File: config.mk
export PLATFORM = sky130hd
export DESIGN_NAME = if_prefetch_unit
export DESIGN_NICKNAME = d
export VERILOG_FILES = /design/src/rtl/if_prefetch_unit_pkg.sv /design/src/rtl/if_prefetch_fifo.sv /design/src/rtl/if_prefetch_unit.sv
export SDC_FILE = /design/constraint.sdc
export NUM_CORES = 1
export LEC_CHECK = 0
export BUFFER_PORTS_ARGS = -buffer_cell sky130_fd_sc_hd__buf_2
export CAP_MARGIN = 25
export CORE_MARGIN = 5
export CORE_UTILIZATION = 57
export DETAILED_ROUTE_END_ITERATION = 8
export PLACE_DENSITY_LB_ADDON = 0.1
export RECOVER_POWER = 50
export SYNTH_ARGS = -nofsm -noshare
export SYNTH_HDL_FRONTEND = slang
export SYNTH_SLANG_ARGS = --single-unit
export TNS_END_PERCENT = 50
File: constraint.sdc
create_clock -name clk -period 3.5 [get_ports clk]
set_input_delay 0.175 -clock clk [delete_from_list [all_inputs] [get_ports clk]]
set_output_delay 0.175 -clock clk [all_outputs]
set_load 0.02 [all_outputs]
File: src/rtl/if_prefetch_unit_pkg.sv
// Shared widths, constants, FSM encoding and queue entry layout for the
// instruction prefetch unit.
package if_prefetch_unit_pkg;

  localparam int INST_ADDR_W = 32;
  localparam int INST_W      = 32;

  localparam logic [INST_W-1:0] ZERO_WORD    = '0;
  localparam logic              CHIP_ENABLE  = 1'b1;
  localparam logic              CHIP_DISABLE = 1'b0;

  // Default queue depth is 2**PREFETCH_DEPTH_LOG2 entries.
  localparam int PREFETCH_DEPTH_LOG2 = 2;

  typedef enum logic {
    IF_STATE_WAIT = 1'b0,
    IF_STATE_RUN  = 1'b1
  } if_state_e;

  // One queued fetch: the PC it came from and the word the ROM returned.
  typedef struct packed {
    logic [INST_ADDR_W-1:0] pc;
    logic [INST_W-1:0]      inst;
  } prefetch_entry_t;

endpackage

File: src/rtl/if_prefetch_fifo.sv
// Small prefetch queue: synchronous write, combinational head read,
// occupancy count and a flush that empties it in one edge.
module if_prefetch_fifo
  import if_prefetch_unit_pkg::*;
#(
  parameter int DEPTH = 4
) (
  input  logic                 clk,
  input  logic                 rst,
  input  logic                 flush,
  input  logic                 push,
  input  logic                 pop,
  input  prefetch_entry_t      wr_data,
  output prefetch_entry_t      rd_data,
  output logic                 full,
  output logic                 empty
);

  localparam int AW = $clog2(DEPTH);
  localparam int CW = AW + 1;

  prefetch_entry_t mem_reg [DEPTH];
  logic [AW-1:0]   wr_ptr_reg, wr_ptr_next;
  logic [AW-1:0]   rd_ptr_reg, rd_ptr_next;
  logic [CW-1:0]   count_reg, count_next;

  // Per-entry storage; an entry is written only when it is the push target.
  generate
    for (genvar gi = 0; gi < DEPTH; gi++) begin : g_entry
      always_ff @(posedge clk) begin
        if (push && !flush && wr_ptr_reg == AW'(gi)) begin
          mem_reg[gi] <= wr_data;
        end
      end
    end
  endgenerate

  // Pointer and count update; flush wins over push/pop, pointers wrap naturally.
  always_comb begin
    wr_ptr_next = wr_ptr_reg;
    rd_ptr_next = rd_ptr_reg;
    count_next  = count_reg;
    if (flush) begin
      wr_ptr_next = '0;
      rd_ptr_next = '0;
      count_next  = '0;
    end else begin
      if (push) wr_ptr_next = wr_ptr_reg + 1'b1;
      if (pop)  rd_ptr_next = rd_ptr_reg + 1'b1;
      if (push && !pop)      count_next = count_reg + 1'b1;
      else if (pop && !push) count_next = count_reg - 1'b1;
    end
  end

  // Queue control registers, cleared asynchronously so nothing survives reset.
  always_ff @(posedge clk or negedge rst) begin
    if (!rst) begin
      wr_ptr_reg <= '0;
      rd_ptr_reg <= '0;
      count_reg  <= '0;
    end else begin
      wr_ptr_reg <= wr_ptr_next;
      rd_ptr_reg <= rd_ptr_next;
      count_reg  <= count_next;
    end
  end

  assign rd_data = mem_reg[rd_ptr_reg];
  assign full    = (count_reg == CW'(DEPTH));
  assign empty   = (count_reg == '0);

endmodule

File: src/rtl/if_prefetch_unit.sv
// Instruction-fetch initiator: drives the combinational ROM port, queues
// {pc, inst} pairs and presents the queue head to decode with valid/ready.
// A redirect empties the queue and restarts fetch at the new word address.
module if_prefetch_unit
  import if_prefetch_unit_pkg::*;
#(
  parameter int                     DEPTH    = 2 ** PREFETCH_DEPTH_LOG2,
  parameter logic [INST_ADDR_W-1:0] RESET_PC = 32'h0000_0000
) (
  input  logic                   clk,
  input  logic                   rst,
  output logic                   rom_ce,
  output logic [INST_ADDR_W-1:0] rom_addr,
  input  logic [INST_W-1:0]      rom_inst,
  input  logic                   redirect_i,
  input  logic [INST_ADDR_W-1:0] redirect_pc,
  output logic                   out_valid,
  input  logic                   out_ready,
  output logic [INST_W-1:0]      out_inst,
  output logic [INST_ADDR_W-1:0] out_pc
);

  if_state_e              state_reg, state_next;
  logic [INST_ADDR_W-1:0] fetch_pc_reg, fetch_pc_next;
  logic                   fifo_full, fifo_empty, pop;
  prefetch_entry_t        wr_entry, head_entry;

  // FSM next state and the fetch/handshake strobes derived from it.
  always_comb begin
    state_next = state_reg;
    rom_ce     = CHIP_DISABLE;
    out_valid  = 1'b0;
    if (state_reg == IF_STATE_WAIT) begin
      state_next = IF_STATE_RUN;
    end
    // Fullness is taken before any same-cycle pop, so a full queue skips one fetch.
    if (state_reg == IF_STATE_RUN && !fifo_full && !redirect_i) begin
      rom_ce = CHIP_ENABLE;
    end
    out_valid = !fifo_empty && !redirect_i;
  end

  assign pop = out_valid && out_ready;

  // Fetch address: redirect target (word aligned) or sequential advance on a push.
  always_comb begin
    fetch_pc_next = fetch_pc_reg;
    if (redirect_i) begin
      fetch_pc_next = redirect_pc & ~32'h3;
    end else if (rom_ce) begin
      fetch_pc_next = fetch_pc_reg + 32'd4;
    end
  end

  // State and fetch PC registers.
  always_ff @(posedge clk or negedge rst) begin
    if (!rst) begin
      state_reg    <= IF_STATE_WAIT;
      fetch_pc_reg <= RESET_PC;
    end else begin
      state_reg    <= state_next;
      fetch_pc_reg <= fetch_pc_next;
    end
  end

  assign rom_addr      = fetch_pc_reg;
  assign wr_entry.pc   = fetch_pc_reg;
  assign wr_entry.inst = rom_inst;

  if_prefetch_fifo #(
    .DEPTH (DEPTH)
  ) u_fifo (
    .clk     (clk),
    .rst     (rst),
    .flush   (redirect_i),
    .push    (rom_ce),
    .pop     (pop),
    .wr_data (wr_entry),
    .rd_data (head_entry),
    .full    (fifo_full),
    .empty   (fifo_empty)
  );

  assign out_inst = out_valid ? head_entry.inst : ZERO_WORD;
  assign out_pc   = out_valid ? head_entry.pc   : '0;

endmodule

# Word-level counts from Yosys, hierarchy flattened
# Memory sizes are Yosys's and may differ from the RTL's.
# Cells that the tools add are included.
[classes]
n_addsub = 5
n_eq_ne = 4
mux = 29
n_reduce_logical = 24
[op_table]
columns = ["operator", "count"]
rows = [
  ["$mux W64", 3],
  ["$reduce_or A64 Y1", 3],
  ["$mux W32", 4],
  ["$add A32 B3 Y32 const B", 1],
  ["$mux W2", 7],
  ["$mux W1", 12],
  ["$logic_and A1 B1 Y1", 11],
  ["$mux W3", 3],
  ["$logic_not A1 Y1", 5],
  ["$add A2 B1 Y2 const B", 2],
  ["$eq A2 B2 Y1 const B", 2],
  ["$reduce_bool A2 Y1", 2],
  ["$add A3 B1 Y3 const B", 1],
  ["$eq A3 B3 Y1 const B", 1],
  ["$logic_not A3 Y1", 1],
  ["$reduce_bool A3 Y1", 1],
  ["$sub A3 B1 Y3 const B", 1],
  ["$eq A2 B1 Y1 const B", 1],
  ["$logic_not A2 Y1", 1],
]
[totals]
ff_bits = 40
ram_bits = 256
inputBits = 68
out_inout_bits = 98
word_cells = 68
n_memories = 1
[memory_table]
columns = ["memory", "words", "width", "read_ports", "rd_clocked_by_memory_dff", "write_ports", "line_no", "rtl"]
rows = [
  ["u_fifo.mem_reg", 4, 64, 1, 0, 1, "if_prefetch_fifo.sv:22", "prefetch_entry_t mem_reg [DEPTH];"],
]

# Depth between registers and ports, before layout
[depth]
depth_word = 13
ltp_mapped = 9

# Cells and area by module
# Synthesis repeated with hierarchy kept, for this count alone.
[unflattened]
hier_cells = 649
hier_area_um2 = 11907.7
[by_module_without_submodules]
columns = ["mod", "instances", "cells_per_inst", "area_each_um2"]
rows = [
  ["if_prefetch_fifo", 1, 379, 9673.0],
  ["if_prefetch_unit", 1, 270, 2234.6],
]

# Least setup slack after synthesis
# OpenSTA, ideal clock, no wires.
[synth_timing]
path_kind = "register to register"
from = "register u_fifo.count_reg[2]"
to = "memory u_fifo.mem_reg[0][0] in the netlist's numbering (enable)"
setup_time_ns = 0.426
t_arrival_ns = 2.741
t_required_ns = 3.074
slack_ns = 0.332
path_stages_with_launch = 5
path_buffers = 0
period_less_slack_ns = 3.168
path_cell_list = "dfrtp_1 > or3b_2 > nand2_1 > nor2_1 > and2_1"
[synth_via]
elab_chain_len = 13
word_cells_on_any_way = 27
[synth_rtl]
columns = ["item", "line_no", "rtl"]
rows = [
  ["start, declared", "if_prefetch_fifo.sv:25", "logic [CW-1:0] count_reg, count_next;"],
  ["start signal, assigned", "if_prefetch_fifo.sv:64", "count_reg <= count_next;"],
  ["$eq A3 B3 Y1 *", "if_prefetch_fifo.sv:69", "assign full = (count_reg == CW'(DEPTH));"],
  ["$logic_not A1 Y1 *", "if_prefetch_unit.sv:37", "if (state_reg == IF_STATE_RUN && !fifo_full && !redirect_i) begin"],
  ["$logic_and A1 B1 Y1 * (2 in a row)", "if_prefetch_unit.sv:37", ""],
  ["$mux W1 *", "if_prefetch_unit.sv:37", ""],
  ["net rom_ce", "if_prefetch_unit.sv:12", "output logic rom_ce,"],
  ["$logic_and A1 B1 Y1 *", "if_prefetch_fifo.sv:31", "if (push && !flush && wr_ptr_reg == AW'(gi)) begin"],
  ["$logic_and A1 B1 Y1", "if_prefetch_fifo.sv:31", ""],
  ["$mux W1", "if_prefetch_fifo.sv:31", ""],
  ["$mux W1 (implied by the code)", "if_prefetch_fifo.sv:32", "mem_reg[gi] <= wr_data;"],
  ["$reduce_or A64 Y1 (no line)", "n/a", ""],
  ["$mux W2 (no line) or $mux W1 (tied branches) (3 in a row)", "n/a", ""],
  ["end, declared", "if_prefetch_fifo.sv:22", ""],
]
# Mark *: on every way through the listed nets, which the timed path passes. The rest lies on a longest branch.

# Worst setup path after layout
[layout_timing]
from = "register u_fifo.count_reg[0]"
to = "output port out_pc[10]"
[layout_via]
elab_chain_len = 4
[layout_rtl]
columns = ["item", "line_no", "rtl"]
rows = [
  ["$logic_not A3 Y1", "if_prefetch_fifo.sv:70", "assign empty = (count_reg == '0);"],
  ["$logic_not A1 Y1", "if_prefetch_unit.sv:40", "out_valid = !fifo_empty && !redirect_i;"],
  ["$logic_and A1 B1 Y1", "if_prefetch_unit.sv:40", ""],
  ["$mux W32", "if_prefetch_unit.sv:85", "assign out_pc = out_valid ? head_entry.pc : '0;"],
  ["end, declared", "if_prefetch_unit.sv:20", "output logic [INST_ADDR_W-1:0] out_pc"],
]
# No other way between the ends.

==> implementation parameters <==
Parameter                              Value

Power and ir drop
  Power density over the cells ... about 650 nW/um^2
  Maximum resistive drop on vdd ... 381.7 uV
  Leakage ... 4.950 nW
  Tot Pwr ... approximately 9 mW

Layout
  Final Instance Area ... roughly 14,000 um^2
  Fill cell total of the finished layout ... 1,307
  Total area of sequential cells ... around 8400 um^2
  Net count reported at finish ... 954
  Post-synthesis to final-layout area growth ... 23.04%
  Most common cell after layout, fill and taps aside ... edfxtp_1
  Footprint of the multi-input gates ... 3023 um^2
  Number of flip-flops under the largest register name ... 248
  Final cell utilization of the core ... ~70%
  Antenna diode count ... 0
  Most frequent cells in the layout ... edfxtp_1, buf_2, clkbuf_1
  Share of layout cells above drive strength 1 ... 24.67%
  Non-filler instance count after layout ... between 1,000 and 1,500

Worst setup path
  Cells on worst reg2reg path ... 5
  R2R setup slack ... 0.87 ns
  Kind of critical path ... flip-flop to primary output
  Capturing instance or port of the critical path ... out_pc[10]
  Arr. time, crit path ... 2.55 ns
  Peak per-stage delay on the critical path ... 0.75 ns
  Peak fanout along the critical path ... 43
  Standard cell with the maximum stage delay on the critical path ... nor2_4
  Reg2Reg Capture Point ... u_fifo.mem_reg[0][56]$_DFFE_PP_
  Element type at the critical path start ... flip-flop
  Origin of the worst setup path ... u_fifo.count_reg[0]$_DFFE_PN0P_
  Cells traversed along the worst timing path ... nor3_1 -> nor2_4 -> buf_4 -> and2_1 -> buf_2
  Critical Path Sink Type ... primary output
  Crit Reg-Reg Startpoint ... u_fifo.count_reg[2]$_DFFE_PN0P_
  CP required ... 3.32 ns

Routing
  Detail Route Antenna Nets ... 0
  Via-per-instance ratio ... 5.755
  Total Wirelength ... between 20,000 and 25,000 um
  Routed via count ... 6,756
  Total DRC errors in the routed layout ... 0
  Drt wl/cell ... approximately 21 um
  Starting DRC count in detailed routing ... 340
  DRT Pass-1 Iters ... 5

Clock tree
  Quantity of gates resized following cts ... 0
  CTS tree ... yes
  Number of clock sinks ... 286
  Longest Clk Path Bufs ... 3
  Number of buffers added by the clock tree synthesis step ... 30
  Clk_lat worst skew ... 0.53 ns
  Post CTS Setup Buffer Count ... 0
  Clock transition at the registers of the reported paths ... 0.06 ns
  Clock root buffer ... clkbuf_16
  Total number of H-tree levels ... 1

Yosys
  Leading register cell type out of synthesis ... edfxtp_1
  Number of unique standard cell types used by synthesis ... between 40 and 50
  Mean Syn Cell Area ... 17.73 um^2
  Yosys warning total ... 0
  Post-synth ARST share ... 13.29%
  Netlist Area Pre-Place ... 11,600 um^2
  Number of storage elements in the synthesis netlist ... 286
  Number of instances in the synthesized netlist ... 654
  Sequential area share after synthesis ... 72.42%
  Number of synthesized flops with an enable pin ... approximately 250

Place
  Placement Setup Slack ... 0.9080 ns
  Placed Cells ... about 1,100
  Global placer's final weighted congestion ... 0.8313
  Placed wire-length estimate ... between 10,000 and 15,000 um
  Placed cell areas ... 12,710 um^2
  Count of port buffers added during placement ... 159

Timing
  Worst hold-check slack ... ~0.12 ns
  Worst path setup slack after routing ... 0.7703 ns
  RSZ-0062 raised after global routing ... false
  Headroom to the max-slew limit ... -42.38%
  Max Transition Viols Final ... 39
  Maximum clock skew at final layout ... roughly 0.0086 ns
  Highest achievable clock rate ... 366.3 MHz
  Final number of hold-violating endpoints ... 0
  Accumulated negative setup slack ... 0 ns
  Min Tclk post-route ... 2.730 ns
  Final period utilization ... between 70 and 80%
  Number of endpoints failing setup at the final stage ... 0
  Transition at the pin with the smallest max-transition slack ... 2.136 ns

Run status
  Outcome ... finished, violations left
  Violations in the final reports ... capacitance limit, slew limit

GRT
  Largest net degree at the start of global routing ... 64
  Initial antenna violation count ... 0
  Global-route wire length before repair ... between 30,000 and 40,000 um
  Vias in the first global route ... 7,288
  Total track usage ... approximately a fifth
  Global-route congestion overflow total ... 0

Flow run
  Max Cap Viol ... 1

Worst hold path
  HP Class ... input port to flip-flop

Floorplan
  Standard-cell rows ... 52
  Number of top-level design ports ... 166
  Std-Cell Core Area ... roughly 20,000 um^2
  Overall die height ... ~150 um
  Die width ... 152.6 um
  Die area ... 23,300 um^2
  Starting density of the core ... roughly 58%
what timing repair did:
item	4_1_cts	5_1_grt
hold buffers	63	0
endpoints found under the hold margin	196	0
setup endpoints to repair	0	0
layer usage:
| layer | global-route usage (%) | share of wire (%) |
|---|---|---|
| met2 | 37.47 | 52 |
| met4 | 4.879 | 1.7 |
| met3 | 4.317 | 7.1 |
| met1 | 27.97 | 39 |
| met5 | 0 | 0 |
critical path, delay by kind of cell (launching register included):
family | cells | cell delay [ns]
flip-flops | 1 | 0.41
buffers and inverters | 2 | 0.54
AND/OR/NAND/NOR | 3 | 1.07
where the power goes:
group | total, mW | internal (mW) | switching (mW) | leakage, nW
combinational | 1.93 | 0.882 | 1.04 | 1.76
clock | 3.12 | 1.93 | 1.20 | 0.496
sequential | 4.22 | 3.99 | 0.236 | 2.70
total | 9.27 | 6.80 | 2.48 | 4.95
final cells by class:
cell class                 count  share of cell area (%)
inverter                       8                  0.2105
timing repair buffer         229                   10.25
sequential                   286                   58.91
clock inverter                 3                  0.2806
multi-input combinational    325                   21.19
tap                          270                   2.368
clock buffer                  53                   6.788
cells in the mapped netlist (2+ instances only):
library cell  number  share of area, %
a31oi_1           16              0.86
and2_1            66               3.6
and3_1             3              0.16
buf_1              2             0.065
buf_2              8              0.35
buf_4              4              0.26
clkbuf_1          24              0.78
conb_1             2             0.065
dfrtp_1           38               8.2
edfxtp_1         248                64
ha_1               5              0.54
inv_1              7              0.23
mux2_2             3              0.29
mux2i_1            2              0.17
mux4_2            62                12
nand2_1           26              0.84
nand3_1           16              0.69
nand4_1            7              0.38
nor2_1            29              0.94
nor2b_1            2              0.11
nor3_1             4              0.17
nor4_1             2              0.11
nor4b_1            2              0.15
o211ai_1           4              0.26
o21ai_0           15              0.65
o31ai_1           10              0.65
or3_1              6              0.32
or4_1             17               1.1
xnor2_1            8              0.60
xor2_1             3              0.23
worst min path at each step:
stage	startpoint	to	slack, ns	cells after the start
after floorplan	rst	rom_addr[10]$_DFFE_PN0N_	-0.12	0
after global placement	rst	rom_addr[6]$_DFFE_PN0N_	0.32	1
after detailed placement	rst	rom_addr[10]$_DFFE_PN0N_	0.34	1
after CTS	out_ready	u_fifo.rd_ptr_reg[1]$_DFFE_PN0P_	0.10	5
after global routing	out_ready	u_fifo.rd_ptr_reg[1]$_DFFE_PN0P_	0.13	5
final	out_ready	u_fifo.rd_ptr_reg[1]$_DFFE_PN0P_	0.12	5
cell families (layout without fill, tap and decap cells):
kind of cell / Yosys count / after routing / synth area share (%)
other: 2 / 5 / 0.06476
XOR/XNOR: 11 / 11 / 0.8309
buffers and inverters: 46 / 293 / 1.705
adder cells (fa/ha/maj): 6 / 6 / 0.7121
flip-flops: 286 / 286 / 72.42
multiplexers: 67 / 67 / 12.51
AND/OR/NAND/NOR: 187 / 187 / 9.064
AO/OA/AOI/OAI: 49 / 49 / 2.697
Note: power is estimated with default switching activity, not from simulation.
